**config.mk**
```make
export PLATFORM = sky130hd
export DESIGN_NAME = vector_ctrl_seq_flat
export DESIGN_NICKNAME = d
export VERILOG_FILES = /design/src/rtl/vector_ctrl_pkg.sv /design/src/rtl/vector_ctrl_seq_if.sv /design/src/rtl/vector_ctrl_decode.sv /design/src/rtl/vector_ctrl_seq.sv /design/src/flat_wrapper.sv
export SDC_FILE = /design/constraint.sdc
export NUM_CORES = 1
export LEC_CHECK = 0
export ABC_AREA = 1
export CAP_MARGIN = 30
export CORE_MARGIN = 5
export CORE_UTILIZATION = 30
export CTS_CLUSTER_SIZE = 40
export DETAILED_ROUTE_END_ITERATION = 10
export MAX_ROUTING_LAYER = met4
export PLACE_DENSITY_LB_ADDON = 0.08
export SYNTH_ARGS = -nofsm -noshare
export SYNTH_HDL_FRONTEND = slang
export SYNTH_SLANG_ARGS = --single-unit
```
**constraint.sdc**
```tcl
create_clock -name clk -period 2.7 [get_ports clk]
set_clock_uncertainty 0.15 [all_clocks]
set_input_delay 0.27 -clock clk [delete_from_list [all_inputs] [get_ports clk]]
set_output_delay 0.27 -clock clk [all_outputs]
set_load 0.02 [all_outputs]
```
**src/rtl/vector_ctrl_pkg.sv**
```systemverilog
// Shared types for the vector control sequencer: op classes, FSM states, extend selects.
// Pure declarations; no timing or flow control of its own.
package vector_ctrl_pkg;

  typedef enum logic [1:0] {
    OP_CTRL    = 2'b00,
    OP_ALU_RR  = 2'b01,
    OP_ALU_IMM = 2'b10,
    OP_MEM     = 2'b11
  } opClass_t;

  typedef enum logic [1:0] {
    IDLE  = 2'b00,
    SEXEC = 2'b01,
    VALU  = 2'b10,
    VMEM  = 2'b11
  } state_t;

  localparam logic [1:0] EXT_NONE  = 2'b00;
  localparam logic [1:0] EXT_SIGN  = 2'b01;
  localparam logic [1:0] EXT_HIGH  = 2'b10;
  localparam logic [1:0] EXT_SHIFT = 2'b11;

  localparam logic [1:0] MEM_LOAD  = 2'b00;
  localparam logic [1:0] MEM_STORE = 2'b01;

  function automatic int beatWidth(input int beats);
    return (beats > 1) ? $clog2(beats) : 1;
  endfunction

endpackage

```
**src/rtl/vector_ctrl_seq_if.sv**
```systemverilog
// Instruction, memory handshake and decoded-strobe bundle of the vector sequencer.
// master drives instructions and acks; slave is the sequencer.
interface vector_ctrl_seq_if #(
  parameter int LANES = 4,
  parameter int BW    = 2
) ();
  logic             instr_valid;
  logic [1:0]       op;
  logic [1:0]       inst;
  logic             VF;
  logic             flush;
  logic             mem_ack;
  logic             instr_ready;
  logic             busy;
  logic             done;
  logic             wreg_en;
  logic             rmem_en;
  logic             wmem_en;
  logic             cond_en;
  logic             jmp_en;
  logic [2:0]       alu_op;
  logic [1:0]       ext_sel;
  logic [LANES-1:0] vlane_en;
  logic [BW-1:0]    beat_idx;
  logic             mem_req;
  logic             mem_we;

  modport master (
    output instr_valid, op, inst, VF, flush, mem_ack,
    input  instr_ready, busy, done, wreg_en, rmem_en, wmem_en, cond_en, jmp_en,
    input  alu_op, ext_sel, vlane_en, beat_idx, mem_req, mem_we
  );

  modport slave (
    input  instr_valid, op, inst, VF, flush, mem_ack,
    output instr_ready, busy, done, wreg_en, rmem_en, wmem_en, cond_en, jmp_en,
    output alu_op, ext_sel, vlane_en, beat_idx, mem_req, mem_we
  );
endinterface

```
**src/rtl/vector_ctrl_decode.sv**
```systemverilog
// Combinational op/inst decode into control strobes, ALU function and extend select.
// Zero latency; no flow control.
module vector_ctrl_decode
  import vector_ctrl_pkg::*;
(
  input  opClass_t   op,
  input  logic [1:0] inst,
  output logic       wregEn,
  output logic       rmemEn,
  output logic       wmemEn,
  output logic       condEn,
  output logic       jmpEn,
  output logic [2:0] aluOp,
  output logic [1:0] extSel
);

  always_comb begin
    wregEn = 1'b0;
    rmemEn = 1'b0;
    wmemEn = 1'b0;
    condEn = 1'b0;
    jmpEn  = 1'b0;
    extSel = EXT_NONE;
    aluOp  = {op[0], inst};
    case (op)
      OP_CTRL: begin
        jmpEn  = inst[0];
        condEn = inst[1];
      end
      OP_ALU_RR:  wregEn = 1'b1;
      OP_ALU_IMM: begin
        wregEn = 1'b1;
        extSel = inst;
      end
      OP_MEM: begin
        case (inst)
          MEM_LOAD: begin
            rmemEn = 1'b1;
            wregEn = 1'b1;
          end
          MEM_STORE: wmemEn = 1'b1;
          default:   condEn = 1'b1;
        endcase
      end
      default: ;
    endcase
  end

endmodule

```
**src/rtl/vector_ctrl_seq.sv**
```systemverilog
// Sequences one instruction at a time: 1 cycle scalar, BEATS cycles vector ALU, ack-paced vector memory.
// instr_ready only in IDLE; memory beats stall until mem_ack; flush aborts to IDLE next cycle.
module vector_ctrl_seq
  import vector_ctrl_pkg::*;
#(
  parameter int VLEN  = 16,
  parameter int LANES = 4
) (
  input  logic             clk,
  input  logic             rst_n,
  vector_ctrl_seq_if.slave bus
);

  localparam int BEATS = VLEN / LANES;
  localparam int BW    = beatWidth(BEATS);
  localparam logic [BW-1:0] LAST_BEAT = BW'(BEATS - 1);

  state_t        state;
  opClass_t      opQ;
  logic [1:0]    instQ;
  logic          vfQ;
  logic [BW-1:0] beatQ;

  logic       decWreg, decRmem, decWmem, decCond, decJmp;
  logic [2:0] decAlu;
  logic [1:0] decExt;
  logic       active, memXfer, isStore, isLoad, lastBeat, advance, memReq;

  vector_ctrl_decode uDecode (
    .op     (opQ),
    .inst   (instQ),
    .wregEn (decWreg),
    .rmemEn (decRmem),
    .wmemEn (decWmem),
    .condEn (decCond),
    .jmpEn  (decJmp),
    .aluOp  (decAlu),
    .extSel (decExt)
  );

  // Vector compares live in VMEM but never touch memory; they step one beat per cycle.
  assign active   = (state != IDLE);
  assign memXfer  = vfQ && (opQ == OP_MEM) && !instQ[1];
  assign isLoad   = memXfer && (instQ == MEM_LOAD);
  assign isStore  = memXfer && (instQ == MEM_STORE);
  assign lastBeat = (beatQ == LAST_BEAT);
  assign advance  = (state == VALU) || ((state == VMEM) && (!memXfer || bus.mem_ack));
  assign memReq   = (state == VMEM) && memXfer;

  always_ff @(posedge clk) begin
    if (!rst_n) begin
      state <= IDLE;
      opQ   <= OP_CTRL;
      instQ <= 2'b00;
      vfQ   <= 1'b0;
      beatQ <= '0;
    end else if (state == IDLE) begin
      beatQ <= '0;
      if (bus.instr_valid) begin
        opQ   <= opClass_t'(bus.op);
        instQ <= bus.inst;
        vfQ   <= bus.VF;
        if (!bus.VF || (bus.op == OP_CTRL)) state <= SEXEC;
        else if (bus.op == OP_MEM)          state <= VMEM;
        else                                state <= VALU;
      end
    end else if (bus.flush || (state == SEXEC)) begin
      state <= IDLE;
      beatQ <= '0;
    end else if (advance) begin
      if (lastBeat) begin
        state <= IDLE;
        beatQ <= '0;
      end else begin
        beatQ <= beatQ + BW'(1);
      end
    end
  end

  assign bus.instr_ready = !active;
  assign bus.busy        = active;
  assign bus.done        = !bus.flush && ((state == SEXEC) || (advance && lastBeat));
  assign bus.wreg_en     = active && decWreg;
  assign bus.rmem_en     = active && decRmem;
  assign bus.wmem_en     = active && decWmem;
  assign bus.cond_en     = active && decCond;
  assign bus.jmp_en      = active && decJmp;
  assign bus.alu_op      = active ? decAlu : 3'b000;
  assign bus.ext_sel     = active ? decExt : EXT_NONE;
  assign bus.vlane_en    = ((state == VALU) || ((state == VMEM) && isLoad && bus.mem_ack))
                           ? {LANES{1'b1}} : {LANES{1'b0}};
  assign bus.beat_idx    = beatQ;
  assign bus.mem_req     = memReq;
  assign bus.mem_we      = memReq && isStore;

endmodule

```
**src/flat_wrapper.sv**
```systemverilog
// flat-port wrapper written by rule: the top's interface ports become plain ports
module vector_ctrl_seq_flat import vector_ctrl_pkg::*;
#(
  parameter int VLEN  = 16,
  parameter int LANES = 4
)
  (clk, rst_n, bus_instr_valid, bus_op, bus_inst, bus_VF, bus_flush, bus_mem_ack, bus_instr_ready, bus_busy, bus_done, bus_wreg_en, bus_rmem_en, bus_wmem_en, bus_cond_en, bus_jmp_en, bus_alu_op, bus_ext_sel, bus_vlane_en, bus_beat_idx, bus_mem_req, bus_mem_we);
  vector_ctrl_seq_if #(.LANES(LANES), .BW((2))) bus_i ();
  input  logic clk;
  input  logic rst_n;
  input wire logic [$bits(bus_i.instr_valid)-1:0] bus_instr_valid;
  input wire logic [$bits(bus_i.op)-1:0] bus_op;
  input wire logic [$bits(bus_i.inst)-1:0] bus_inst;
  input wire logic [$bits(bus_i.VF)-1:0] bus_VF;
  input wire logic [$bits(bus_i.flush)-1:0] bus_flush;
  input wire logic [$bits(bus_i.mem_ack)-1:0] bus_mem_ack;
  output wire logic [$bits(bus_i.instr_ready)-1:0] bus_instr_ready;
  output wire logic [$bits(bus_i.busy)-1:0] bus_busy;
  output wire logic [$bits(bus_i.done)-1:0] bus_done;
  output wire logic [$bits(bus_i.wreg_en)-1:0] bus_wreg_en;
  output wire logic [$bits(bus_i.rmem_en)-1:0] bus_rmem_en;
  output wire logic [$bits(bus_i.wmem_en)-1:0] bus_wmem_en;
  output wire logic [$bits(bus_i.cond_en)-1:0] bus_cond_en;
  output wire logic [$bits(bus_i.jmp_en)-1:0] bus_jmp_en;
  output wire logic [$bits(bus_i.alu_op)-1:0] bus_alu_op;
  output wire logic [$bits(bus_i.ext_sel)-1:0] bus_ext_sel;
  output wire logic [$bits(bus_i.vlane_en)-1:0] bus_vlane_en;
  output wire logic [$bits(bus_i.beat_idx)-1:0] bus_beat_idx;
  output wire logic [$bits(bus_i.mem_req)-1:0] bus_mem_req;
  output wire logic [$bits(bus_i.mem_we)-1:0] bus_mem_we;
  assign bus_i.instr_valid = bus_instr_valid;
  assign bus_i.op = bus_op;
  assign bus_i.inst = bus_inst;
  assign bus_i.VF = bus_VF;
  assign bus_i.flush = bus_flush;
  assign bus_i.mem_ack = bus_mem_ack;
  assign bus_instr_ready = bus_i.instr_ready;
  assign bus_busy = bus_i.busy;
  assign bus_done = bus_i.done;
  assign bus_wreg_en = bus_i.wreg_en;
  assign bus_rmem_en = bus_i.rmem_en;
  assign bus_wmem_en = bus_i.wmem_en;
  assign bus_cond_en = bus_i.cond_en;
  assign bus_jmp_en = bus_i.jmp_en;
  assign bus_alu_op = bus_i.alu_op;
  assign bus_ext_sel = bus_i.ext_sel;
  assign bus_vlane_en = bus_i.vlane_en;
  assign bus_beat_idx = bus_i.beat_idx;
  assign bus_mem_req = bus_i.mem_req;
  assign bus_mem_we = bus_i.mem_we;
  vector_ctrl_seq #(.VLEN(VLEN), .LANES(LANES)) u_core (.clk(clk), .rst_n(rst_n), .bus(bus_i));
endmodule
```
==> impl_summary.md <==
Clock tree
The root buffer cell chosen for the clock tree is sky130_fd_sc_hd__clkbuf_4. The number of clock buffers added by TritonCTS is 3. The deepest level of the CTS H-tree is 1. Buffers added to address setup during post-CTS repair amount to 0. The number of buffers on the longest clock path is 2. Clock latency on the worst-skew pair, taken at its later pin, is 260 ps. The number of buffers added to fix hold violations after cts is 0. The TritonCTS clock tree is built. The total clock sinks is 9. The number of resized instances in the post-cts repair step is 0. The clock transition at the register clock pins on the worst setup and hold paths after CTS is 60 ps.

Critical path
The worst setup path endpoint is bus_vlane_en[2]. Tracing the worst setup path back leads to its startpoint at u_core.opQ[1]$_SDFFE_PN0P_. Data on the critical path is required at its endpoint by 2280 ps. For the worst setup path, the data arrival time is 2060 ps.

Along the worst path, the maximum fanout reaches 5. The worst reg2reg path depth is 5. The worst reg2reg path endpoint is u_core.instQ[1]$_SDFFE_PN0P_.

The worst setup path is captured at an output pin. The critical path in this run is classified as flop to output pin. The worst register-to-register path has a setup slack of 1270 ps. The element type at the critical path start is a flop.

The startpoint of the most critical register-to-register path is u_core.state[1]$_SDFFE_PN0P_.

Synth
The Yosys step of the flow raised 0 warnings. The average instance in the mapped netlist occupies 6.91 um2. The most area-hungry cell type in the Yosys netlist is sky130_fd_sc_hd__dfxtp_1. The number of library cell types mapped by synthesis is 20. Ranked by total cell area, the synthesized netlist is headed by sky130_fd_sc_hd__dfxtp_1 29%, sky130_fd_sc_hd__ha_1 10%, sky130_fd_sc_hd__nor2_1 9.1%, sky130_fd_sc_hd__a21oi_1 7.2%, sky130_fd_sc_hd__nand2_1 6.6%. The flip-flop and latch count after synthesis is 9. The fraction of registers with async set or reset after synthesis is 0. The share of the Yosys chip area taken by registers is 0.290.

Synthesis produced a netlist whose cell count is 90. The most used flip-flop cell after synthesis is sky130_fd_sc_hd__dfxtp_1. In this run, synthesis inferred 0 flip-flops with an integrated enable. After synthesis the cells add up to 622 um2. When the netlist entered floorplanning its net count stood at 105. After synthesis, the most frequently instantiated cells are 15 x sky130_fd_sc_hd__nor2_1, 11 x sky130_fd_sc_hd__nand2_1, 10 x sky130_fd_sc_hd__inv_1.

The share of Yosys cell area claimed by the top area cell type is 0.290. The most instantiated library cell after synthesis is sky130_fd_sc_hd__nor2_1.

Pwr
In this run the static leakage power is 0.379 nW. The total power of the final layout is 0.359 mW. Of the total power, combinational logic draws 0.292. Power spread over the standard cell area amounts to 373 nW/um2.

The total internal power is 0.246 mW. The power spent charging and discharging nets is 0.112 mW. The fraction of power consumed by sequential logic is 0.418. Of the total power, the clock network draws 0.289. Of the total power, the share spent switching nets is 0.313.

Across the VDD grid, the largest voltage drop is 0.269 mV.

GRT
The overall fraction of global-route tracks in use is 0.105. The first global-routing pass estimated 2500 um of wire. The via count of the first global-routing pass came to 628. For this run the aggregate overflow at the end of global routing stands at 0. The pin count of the biggest net entering global routing is 11. The number of antenna violations at the first check in global routing was 0.

Route
The detailed router finished its first iteration with 9 violations. After detailed routing, the number of vias per cell comes to 4.34. Wires add up to 1430 um. For this run, design rule violations remaining after detail routing come to 0. The mean routed wirelength per cell is 9.68 um. The overall via count from detail_route is 642. The residual antenna-violating net count after detailed routing is 0. The first TritonRoute pass finished after 4 iterations.

Finish
The area of all placed cells without fillers is 962 um2. The final cell utilization of the core is 0.490. Once layout is complete, the cells apart from fillers number 148. The number of diodes is 0. The share of cells above drive strength 1 is 0.132. Relative to the synthesized area, the layout overhead comes to 54.7%. The total number of nets in the final design is 137.

STA
The worst path meets setup with 224 ps of slack. The final number of max-transition violations is 0. Hold is met by 355 ps.

The slew at the pin closest to its max-slew limit is 292 ps. The count of endpoints failing hold in the final timing report is 0. After routing, the total negative slack on setup checks comes to 0 ps. Setup repair after global routing left no endpoint under its margin. Measured against its own limit, the worst slew margin works out to 0.805. The share of the clock period used by the worst path after layout is 0.917. The final critical path time including I/O delays and setup is 2480 ps. Setup violations remaining at the end of the flow were counted as 0. The peak clock frequency supported by timing is 0.404 GHz.

Floorplanning
In this run the core area contains 16 standard-cell rows. The number of top-level pins is 31. From left edge to right edge, the die measures 55.5 um. The floorplan step defined a core boundary enclosing 1960 um2. The die covers 3080 um2.

The initial standard-cell utilization of the core is 0.317. The floorplan step set the die height to 55.5 um.

Run status
The run finished with clean final reports.

Placement
The instance area at placement is 936 um2. The count of buffers added on input and output ports is 30. Routability-driven placement finished with a final weighted congestion of 0.768.

OpenSTA, run right after detailed placement, puts the worst setup slack at 472 ps. Detailed placement ended at an HPWL of 1230 um. In this run, placement finished with an instance count of 144.

Worst hold path
The worst min-delay path class is flop to flop.

Run
The total of max-cap violations is 0.
==> registers in the layout, summed over array words and instances, names as in the netlist <==
name                 count
u_core.opQ               2
u_core.state             2
u_core.instQ             2
u_core.bus.beat_idx      2
u_core.vfQ               1
==> cells in the final DEF, fill, tap and decap left out, types with 3 or more instances in the layout <==
master | Yosys | routed
sky130_fd_sc_hd__o21ai_0 | 8 | 8
sky130_fd_sc_hd__inv_1 | 10 | 10
sky130_fd_sc_hd__ha_1 | 5 | 5
sky130_fd_sc_hd__a21oi_1 | 9 | 9
sky130_fd_sc_hd__dfxtp_1 | 9 | 9
sky130_fd_sc_hd__nor2_1 | 15 | 15
sky130_fd_sc_hd__clkbuf_4 | 0 | 3
sky130_fd_sc_hd__nand3_1 | 4 | 4
sky130_fd_sc_hd__nand2_1 | 11 | 11
sky130_fd_sc_hd__clkdlybuf4s50_1 | 0 | 30
==> area by class of cell <==
cell class                      count  area, um2
Inverter                           12       45.0
Clock buffer                        4       26.3
Sequential cell                     9        180
Fill cell                         225       1000
Tap cell                           27       33.8
Multi-Input combinational cell     65        369
Timing Repair Buffer               31        308
==> cells by family (layout without fill, tap and decap cells) <==
family,count (synthesis),count (layout),synth area share
flops,9,9,0.290
buf+inv,16,47,0.117
simple gates,41,41,0.330
fa+ha+maj,5,5,0.101
compound gates,19,19,0.163
==> metal layers <==
metal  vias up  track usage  routed length, um
met5         -            -                  0
li1        352            -                  -
met1       271        0.114                660
met3         2       0.0490                111
met4         0       0.0521                 12
met2        17        0.159                646
==> how the worst min path moves through the flow <==
stage	startpoint	endpoint	slack, ps	cells after the start
6_report	u_core.vfQ$_SDFFE_PN0P_	u_core.vfQ$_SDFFE_PN0P_	360	2
5_1_grt	u_core.vfQ$_SDFFE_PN0P_	u_core.vfQ$_SDFFE_PN0P_	420	2
4_1_cts	u_core.vfQ$_SDFFE_PN0P_	u_core.vfQ$_SDFFE_PN0P_	360	2
3_5_place_dp	u_core.vfQ$_SDFFE_PN0P_	u_core.vfQ$_SDFFE_PN0P_	350	2
3_3_place_gp	u_core.vfQ$_SDFFE_PN0P_	u_core.vfQ$_SDFFE_PN0P_	340	2
2_1_floorplan	rst_n	u_core.state[1]$_SDFFE_PN0P_	220	2
==> power groups by stage <==
| stage | Clock, mW | Combinational (mW) | Sequential (mW) |
|---|---|---|---|
| finish | 0.104 | 0.105 | 0.150 |
| global route | 0.116 | 0.118 | 0.151 |
| CTS | 0.107 | 0.107 | 0.150 |
| detailed placement | 0 | 0.106 | 0.153 |
| global placement | 0 | 0.106 | 0.153 |
| floorplan | 0 | 0.0633 | 0.152 |
==> critical path, stage by stage (launching register included) <==
cell	delay, ps
sky130_fd_sc_hd__dfxtp_1	350
sky130_fd_sc_hd__ha_1	260
sky130_fd_sc_hd__nand2_2	100
sky130_fd_sc_hd__nor2_4	110
sky130_fd_sc_hd__nand3_1	80
sky130_fd_sc_hd__a21oi_1	240
sky130_fd_sc_hd__clkdlybuf4s50_1	660
Note: power is estimated with default switching activity, not from simulation.
